## src/rtl/serial_link_pkg.sv

```systemverilog
// Shared definitions for both ends of the bidirectional shift-register serial link.
// Frame on the wire: start '1', data bits, optional parity bit, stop '0'; idle line is 0.
package serial_link_pkg;

    typedef enum logic [1:0] {
        IDLE   = 2'd0,
        DATA   = 2'd1,
        PARITY = 2'd2,
        STOP   = 2'd3
    } serial_state_e;

    localparam logic DIR_LSB_FIRST = 1'b0;
    localparam logic DIR_MSB_FIRST = 1'b1;
    localparam logic START_BIT     = 1'b1;
    localparam logic STOP_BIT      = 1'b0;

    // acc is the XOR of all data bits; odd selects the required sense of data+parity.
    function automatic logic parity_mismatch(input logic acc, input logic par_bit, input logic odd);
        return (acc ^ par_bit) != odd;
    endfunction

endpackage

```

## src/rtl/sipo_shift_core.sv

```systemverilog
// WIDTH-bit serial-in/parallel-out shift register holding the word being assembled.
// dir=LSB-first shifts in at the MSB (moving right); dir=MSB-first shifts in at the LSB.
module sipo_shift_core
    import serial_link_pkg::*;
#(
    parameter int WIDTH = 4
) (
    input  logic             clk,
    input  logic             clear,
    input  logic             shift_en,
    input  logic             dir,
    input  logic             sin,
    output logic [WIDTH-1:0] q
);

    logic [WIDTH-1:0] q_q;
    logic [WIDTH-1:0] q_d;

    always_comb begin
        q_d = q_q;
        if (shift_en) begin
            if (dir == DIR_MSB_FIRST) begin
                q_d = {q_q[WIDTH-2:0], sin};
            end else begin
                q_d = {sin, q_q[WIDTH-1:1]};
            end
        end
    end

    always_ff @(posedge clk or posedge clear) begin
        if (clear) begin
            q_q <= '0;
        end else begin
            q_q <= q_d;
        end
    end

    assign q = q_q;

endmodule

```

## src/rtl/serial_word_deserializer.sv

```systemverilog
// Receive end of the serial link: frames the sin_en-strobed bit stream into WIDTH-bit words
// on a valid/ready output. Optional parity bit after the data when SERIAL_PARITY_EN is defined.
//
// state  | meaning
// IDLE   | waiting for a start bit; dir is latched when it arrives
// DATA   | shifting in WIDTH data bits
// PARITY | sampling the parity bit (SERIAL_PARITY_EN builds only)
// STOP   | sampling the stop bit; a good stop delivers the word
module serial_word_deserializer
    import serial_link_pkg::*;
#(
    parameter int WIDTH   = 4,
    parameter int PAR_ODD = 0
) (
    input  logic             clk,
    input  logic             clear,
    input  logic             sin,
    input  logic             sin_en,
    input  logic             dir,
    output logic [WIDTH-1:0] dout,
    output logic             dout_valid,
    input  logic             dout_ready,
    output logic             frame_err,
    output logic             par_err,
    output logic             overrun,
    input  logic             err_clr
);

    localparam int CNT_W = $clog2(WIDTH);
    localparam logic [CNT_W-1:0] CNT_LAST = CNT_W'(WIDTH - 1);

`ifdef SERIAL_PARITY_EN
    localparam serial_state_e AFTER_DATA = PARITY;
`else
    localparam serial_state_e AFTER_DATA = STOP;
`endif

    if (WIDTH < 2 || PAR_ODD < 0 || PAR_ODD > 1) begin : g_param_check
        $error("serial_word_deserializer: WIDTH must be >= 2 and PAR_ODD must be 0 or 1");
    end

    serial_state_e    state_q, state_d;
    logic [CNT_W-1:0] cnt_q, cnt_d;
    logic             dir_q, dir_d;
    logic [WIDTH-1:0] dout_q, dout_d;
    logic             dout_valid_q, dout_valid_d;
    logic             frame_err_q, frame_err_d;
    logic             overrun_q, overrun_d;
    logic             shift_en;
    logic [WIDTH-1:0] word;

`ifdef SERIAL_PARITY_EN
    logic             par_acc_q, par_acc_d;
    logic             par_err_q, par_err_d;
`endif

    sipo_shift_core #(
        .WIDTH (WIDTH)
    ) u_shift (
        .clk      (clk),
        .clear    (clear),
        .shift_en (shift_en),
        .dir      (dir_q),
        .sin      (sin),
        .q        (word)
    );

    always_comb begin
        state_d      = state_q;
        cnt_d        = cnt_q;
        dir_d        = dir_q;
        dout_d       = dout_q;
        dout_valid_d = dout_valid_q;
        // Clear first so a same-cycle error event below overrides it.
        frame_err_d  = frame_err_q & ~err_clr;
        overrun_d    = overrun_q & ~err_clr;
        shift_en     = 1'b0;
`ifdef SERIAL_PARITY_EN
        par_acc_d    = par_acc_q;
        par_err_d    = par_err_q & ~err_clr;
`endif

        if (dout_valid_q && dout_ready) begin
            dout_valid_d = 1'b0;
        end

        if (sin_en) begin
            unique case (state_q)
                IDLE: begin
                    if (sin == START_BIT) begin
                        state_d = DATA;
                        dir_d   = dir;
                        cnt_d   = '0;
`ifdef SERIAL_PARITY_EN
                        par_acc_d = 1'b0;
`endif
                    end
                end
                DATA: begin
                    shift_en = 1'b1;
`ifdef SERIAL_PARITY_EN
                    par_acc_d = par_acc_q ^ sin;
`endif
                    if (cnt_q == CNT_LAST) begin
                        cnt_d   = '0;
                        state_d = AFTER_DATA;
                    end else begin
                        cnt_d = cnt_q + CNT_W'(1);
                    end
                end
`ifdef SERIAL_PARITY_EN
                PARITY: begin
                    state_d = STOP;
                    if (parity_mismatch(par_acc_q, sin, 1'(PAR_ODD))) begin
                        par_err_d = 1'b1;
                    end
                end
`endif
                STOP: begin
                    state_d = IDLE;
                    if (sin == STOP_BIT) begin
                        // Holding register is free if empty or drained on this same edge.
                        if (!dout_valid_q || dout_ready) begin
                            dout_d       = word;
                            dout_valid_d = 1'b1;
                        end else begin
                            overrun_d = 1'b1;
                        end
                    end else begin
                        frame_err_d = 1'b1;
                    end
                end
                default: begin
                    state_d = IDLE;
                end
            endcase
        end
    end

    always_ff @(posedge clk or posedge clear) begin
        if (clear) begin
            state_q      <= IDLE;
            cnt_q        <= '0;
            dir_q        <= DIR_LSB_FIRST;
            dout_q       <= '0;
            dout_valid_q <= 1'b0;
            frame_err_q  <= 1'b0;
            overrun_q    <= 1'b0;
        end else begin
            state_q      <= state_d;
            cnt_q        <= cnt_d;
            dir_q        <= dir_d;
            dout_q       <= dout_d;
            dout_valid_q <= dout_valid_d;
            frame_err_q  <= frame_err_d;
            overrun_q    <= overrun_d;
        end
    end

`ifdef SERIAL_PARITY_EN
    always_ff @(posedge clk or posedge clear) begin
        if (clear) begin
            par_acc_q <= 1'b0;
            par_err_q <= 1'b0;
        end else begin
            par_acc_q <= par_acc_d;
            par_err_q <= par_err_d;
        end
    end

    assign par_err = par_err_q;
`else
    assign par_err = 1'b0;
`endif

    assign dout       = dout_q;
    assign dout_valid = dout_valid_q;
    assign frame_err  = frame_err_q;
    assign overrun    = overrun_q;

endmodule
```

## config.mk

```make
export PLATFORM = sky130hd
export DESIGN_NAME = serial_word_deserializer
export DESIGN_NICKNAME = d
export VERILOG_FILES = /design/src/rtl/serial_link_pkg.sv /design/src/rtl/sipo_shift_core.sv /design/src/rtl/serial_word_deserializer.sv
export SDC_FILE = /design/constraint.sdc
export NUM_CORES = 1
export LEC_CHECK = 0
export CORE_AREA = 8 8 48 50
export DETAILED_ROUTE_END_ITERATION = 10
export DIE_AREA = 0 0 56 58
export PLACE_DENSITY = 0.73
export SLEW_MARGIN = 30
export SYNTH_ARGS = -nofsm -noshare
export SYNTH_HDL_FRONTEND = slang
export SYNTH_SLANG_ARGS = --single-unit
```

## constraint.sdc

```tcl
create_clock -name clk -period 1.5 [get_ports clk]
set_clock_uncertainty 0.15 [all_clocks]
set_input_delay 0.3 -clock clk [delete_from_list [all_inputs] [get_ports clk]]
set_output_delay 0.3 -clock clk [all_outputs]
set_load 0.005 [all_outputs]
```

== Yosys cells after proc, flatten, opt, wreduce, memory -nomap -nowiden ==
Index checks and enable logic that the tools add are counted.
Cells by class
  add/sub/neg operators: 1
  equality and inequality tests: 5
  muxes and demuxes: 21
  bitwise operators: 4
  reduce and logical (&&, ||, !) cells: 9
Operators by type and width (count)
  $mux 1: 14
  $reduce_and 3->1: 3
  $mux 2: 4
  $pmux 2 s2: 2
  $eq 2x2->1 const B: 2
  $mux 4: 1
  $ne 2x2->1 const B: 2
  $reduce_and 4->1: 1
  $add 2x1->2 const B: 1
  $and 1x1->1: 2
  $eq 2x1->1 const B: 1
  $logic_not 2->1: 1
  $not 1->1: 2
  $reduce_bool 2->1: 1
  $logic_and 1x1->1: 1
  $logic_not 1->1: 1
  $logic_or 1x1->1: 1
Storage, ports and cells
  register bits after elaboration: 16
  output and inout bits: 8
  logic and storage cells: 48

== Longest topological paths before layout ==
Gate-level depths: netlist (run 1).
  word-level depth: 6
  gate-level depth with buffers: 4

== Hierarchy ==
From an unflattened synthesis (run 1), not the netlist that was laid out.
Unflattened totals
  cell total of the unflattened synthesis: 61
  area, all modules: 713.2 µm²
Modules (own cells, without submodules)
  serial_word_deserializer: times used 1, cells each 42, area an instance 525.5 µm², sequential area each 300.3 µm²
  sipo_shift_core: times used 1, cells each 19, area an instance 187.7 µm², sequential area each 100.1 µm²

== Least setup slack after synthesis (run 1) ==
OpenSTA, ideal clock, no wires.
  path type: input to register
  start point: input port sin_en
  end point: register dout_q[0] (netlist: dout[0])
  library setup time: 0.125 ns
  arrival time: 1.086 ns
  data required time: 1.225 ns
  path slack: 0.139 ns
  stages on the path: 4
  path through: buf_2 -> nand4b_4 -> nor2b_4 -> mux2_2
Between the ends
  longest elaborated chain between the ends: 1
RTL lines
  start, declared: RTL line serial_word_deserializer.sv:18  | input logic sin_en,
  $reduce_and 4->1 (no line)
  end signal, assigned: RTL line serial_word_deserializer.sv:153  | dout_q <= dout_d;
  end, declared: RTL line serial_word_deserializer.sv:45  | logic [WIDTH-1:0] dout_q, dout_d;
Every way passes these cells.
A chain may end at the register's enable or synchronous reset.

== Worst setup path after layout (run 1) ==
  start point: register state_q[1]
  end point: register dout_q[1] (netlist: dout[1])
Between the ends
  longest elaborated chain between the ends: 2
RTL lines
  start, declared: RTL line serial_word_deserializer.sv:42  | serial_state_e state_q, state_d;
  start signal, assigned: RTL line serial_word_deserializer.sv:150  | state_q <= state_d;
  $eq 2x2->1: RTL line serial_word_deserializer.sv:88  | unique case (state_q)
  $reduce_and 4->1 (no line)
Every way passes these cells.

==> results.yml, run 1 <==
yosys:
  synth.area.top_cells: "dfrtp_1 55%, mux2_2 7.8%, mux2i_1 6.9%, o21ai_0 4.2%, nand4b_4 3.3%"
  synth_cell_types: 23
  synth_top_area_share_pct: 55.5
  seq_area_frac_synth_pct: 55.5
  syn_nets: 69
  yosys.area.top_type: "dfrtp_1"
  netlist_area_um2: 722
  yosys_warnings: 0
  syn_inst: 61
  ys_ff_latch: 16
  syn_avg_cell_area_um2: 11.8
sta:
  grt_setup_unrepaired: "false"
  min_period_ps: 1450
  setup_violations: 0
  slew_violations: 0
  fmax_ghz: 0.692
  fin_ws_ps: 54.4
  hold_viol_final: 0
  finalCritPeriodShare_pct: 96.4
layout:
  n_antenna_cell: 0
  area_delta_synth_final_pct: 31.9
  nets: 92
  drive_gt1_share_pct: 24.1
  n_fill_cell: 135
  fin_util_pct: 59.0
floorplanning:
  initial_utilization_pct: 44.7
  coreArea_um2: 1610
  die_area_um2: 3250
  rows: 15
  ioPinCount: 15
  die_y_um: 58
  die_w_um: 56
critical_path:
  worstPathMaxFanout: 7
  cp.required_ps: 1520
  end_kind: "register"
  worstSetupPathType: "reg -> reg"
  cp-start-kind: "register"
  worstPathArrival_ps: 1470
place:
  post-place-ws_ps: -304
  hpwlAfterDp_um: 1010
  gp_congestion: 0.749
  portBuffers: 13
drt:
  viasPerCell: 5.24
  first_pass_iters: 4
  drt-total-wl_um: 1330
  vias: 524
  drtAntennaViolNets: 0
  drt_iter0_drc: 8
  drcViolationCount: 0
  wl_per_cell_um: 13.3
clocking:
  clk_latency_ps: 280
  clkSinkCount: 16
  numCtsBuffers: 3
  cts_root_buf: "clkbuf_4"
  cts_hold_buf: 0
  ctsLongestPathBuffers: 2
  cts.clk_slew.worst_paths_ps: 100
  htreeDepth: 1
  cts_tree: "yes"
grt:
  grt_pass1_vias: 567
  grt_max_degree: 17
  grt_pass1_wl_um: 2330
  grt_overflow_total: 0
  antenna_found_initial: 0
  grtUsageTotal_pct: 8.99
pwr:
  finalPower_uw: 1510
  p_per_area_nw_per_um2: 1580
  power_leakage_uw: 0.000513
  max-vdd-ir-drop_mv: 0.779
run:
  max_cap_violations: 0
worst_hold_path:
  hp-class: "in -> async"
run_status:
  status: "complete, no violations"
-- cell usage after synthesis, drive strengths merged --
cell type,count
inv,3
a21oi,2
o22ai,1
nand4,1
dfrtp,16
buf,4
o21ai,6
ha,1
nand2,6
a21o,1
and2b,1
nand4b,1
nand3b,1
nor3,2
mux2i,5
nand3,1
mux2,5
a32o,1
nand2b,1
conb,1
nor2b,1
-- kinds of logic (layout without fill, tap and decap cells) --
family / Yosys count / after routing / synth area share, %
flops: 16 / 16 / 55.5
simple gates: 15 / 15 / 14.2
compound gates: 11 / 11 / 8.84
mux: 10 / 10 / 14.7
buf+inv: 7 / 29 / 4.51
fa+ha+maj: 1 / 1 / 1.73
other cells: 1 / 1 / 0.519
-- per-layer routing --
metal	vias up	share of wire (%)	global-route usage (%)	wire length [um]
li1	255	-	-	-
met1	251	46	8.89	605
met2	14	46	14.6	614
met3	4	5.1	3.28	67
met4	0	2.9	7.90	38
met5	-	0	0	0
-- cells in the final DEF, fill, tap and decap left out --
master / netlist / layout
nand4_1: 1 / 1
buf_4: 1 / 9
o21ai_0: 6 / 6
conb_1: 1 / 1
nand3b_1: 1 / 1
mux2_2: 5 / 5
nand2b_1: 1 / 1
nand4b_4: 1 / 1
inv_1: 3 / 3
a32o_1: 1 / 1
clkbuf_4: 0 / 3
mux2i_1: 5 / 5
nor3_1: 2 / 2
nand2_1: 6 / 6
a21o_1: 1 / 1
clkdlybuf4s50_1: 0 / 4
clkbuf_8: 0 / 1
ha_1: 1 / 1
and2b_1: 1 / 1
dlymetal6s2s_1: 0 / 2
dfrtp_1: 16 / 16
o22ai_1: 1 / 1
nor2b_4: 1 / 1
nand3_1: 1 / 1
a21oi_1: 2 / 2
dlygate4sd2_1: 0 / 7
-- path summary, 6_finish.rpt --
path / start / cells after the start / slack [ps] / end
min in group clk: sin / 3 / 220 / frame_err
max: state_q[1] / 3 / 50 / dout[1]
min reg2reg: u_shift.q[3] / 2 / 360 / u_shift.q[3]
min: clear / 3 / 160 / overrun
max reg2reg: state_q[1] / 3 / 50 / dout[1]
max in group asynchronous: clear / 3 / 860 / u_shift.q[0]
-- registers in the layout (all words and copies together), names as in the netlist --
| register | flops |
|---|---|
| cnt_q | 2 |
| dir_q | 1 |
| dout | 4 |
| dout_valid | 1 |
| frame_err | 1 |
| overrun | 1 |
| state_q | 2 |
| u_shift.q | 4 |
-- report_power, final --
group          internal (uW)  total, uW  leakage (uW)  switching, uW
Combinational            301        495      0.000286            195
Clock                    148        281     0.0000210            133
Sequential               589        733      0.000207            145
-- critical path, cell delays in order, from the launching register on --
cell	delay (ps)
dfrtp_1	510
nand4b_4	150
nor2b_4	170
mux2_2	340
-- per-stage QoR --
stage	cell area [um2]	std cells	hold slack (ps)	setup TNS [ps]
after floorplan	722	61	63.7	0
after global placement	890	92	334	-2690
after detailed placement	890	92	344	-2980
after CTS	940	99	156	0
after global routing	952	100	161	0
final	952	100	157	0
-- final cells by class --
class                   instances  area [um2]  area share, %
flip-flops and latches         16         400           42.0
multi-input cells              38         289           30.4
repair buffers                 22         194           20.4
clock buffers                   4        36.3           3.81
well taps                      17        21.3           2.23
inverters                       3        11.3           1.18
-- timing repair --
action	in CTS	in global routing
pin swaps	1	0
setup endpoints to repair	8	6
gates resized for setup	7	2
setup buffers	3	1
No activity file was read; power rests on OpenSTA's default activity.
==> run 2, diff against run 1 <==
Settings changed: HOLD_SLACK_MARGIN from default to 0.12, MAX_ROUTING_LAYER from default to met4.
==> results of run 2 <==
The final DEF is identical to that of run 1; final timing and power are the same.
Main changes from that run: final weighted congestion in routability-driven placement 0.749 -> 0.759; overall routing resource usage 8.99% -> 9.23%
==> run 3, diff against run 2 <==
Settings changed: CTS_CLUSTER_SIZE from default to 40.
==> results of run 3 <==
The final DEF is identical to that of run 1; final timing and power are the same.
Main changes from that run: final weighted congestion in routability-driven placement 0.749 -> 0.759; overall routing resource usage 8.99% -> 9.23%
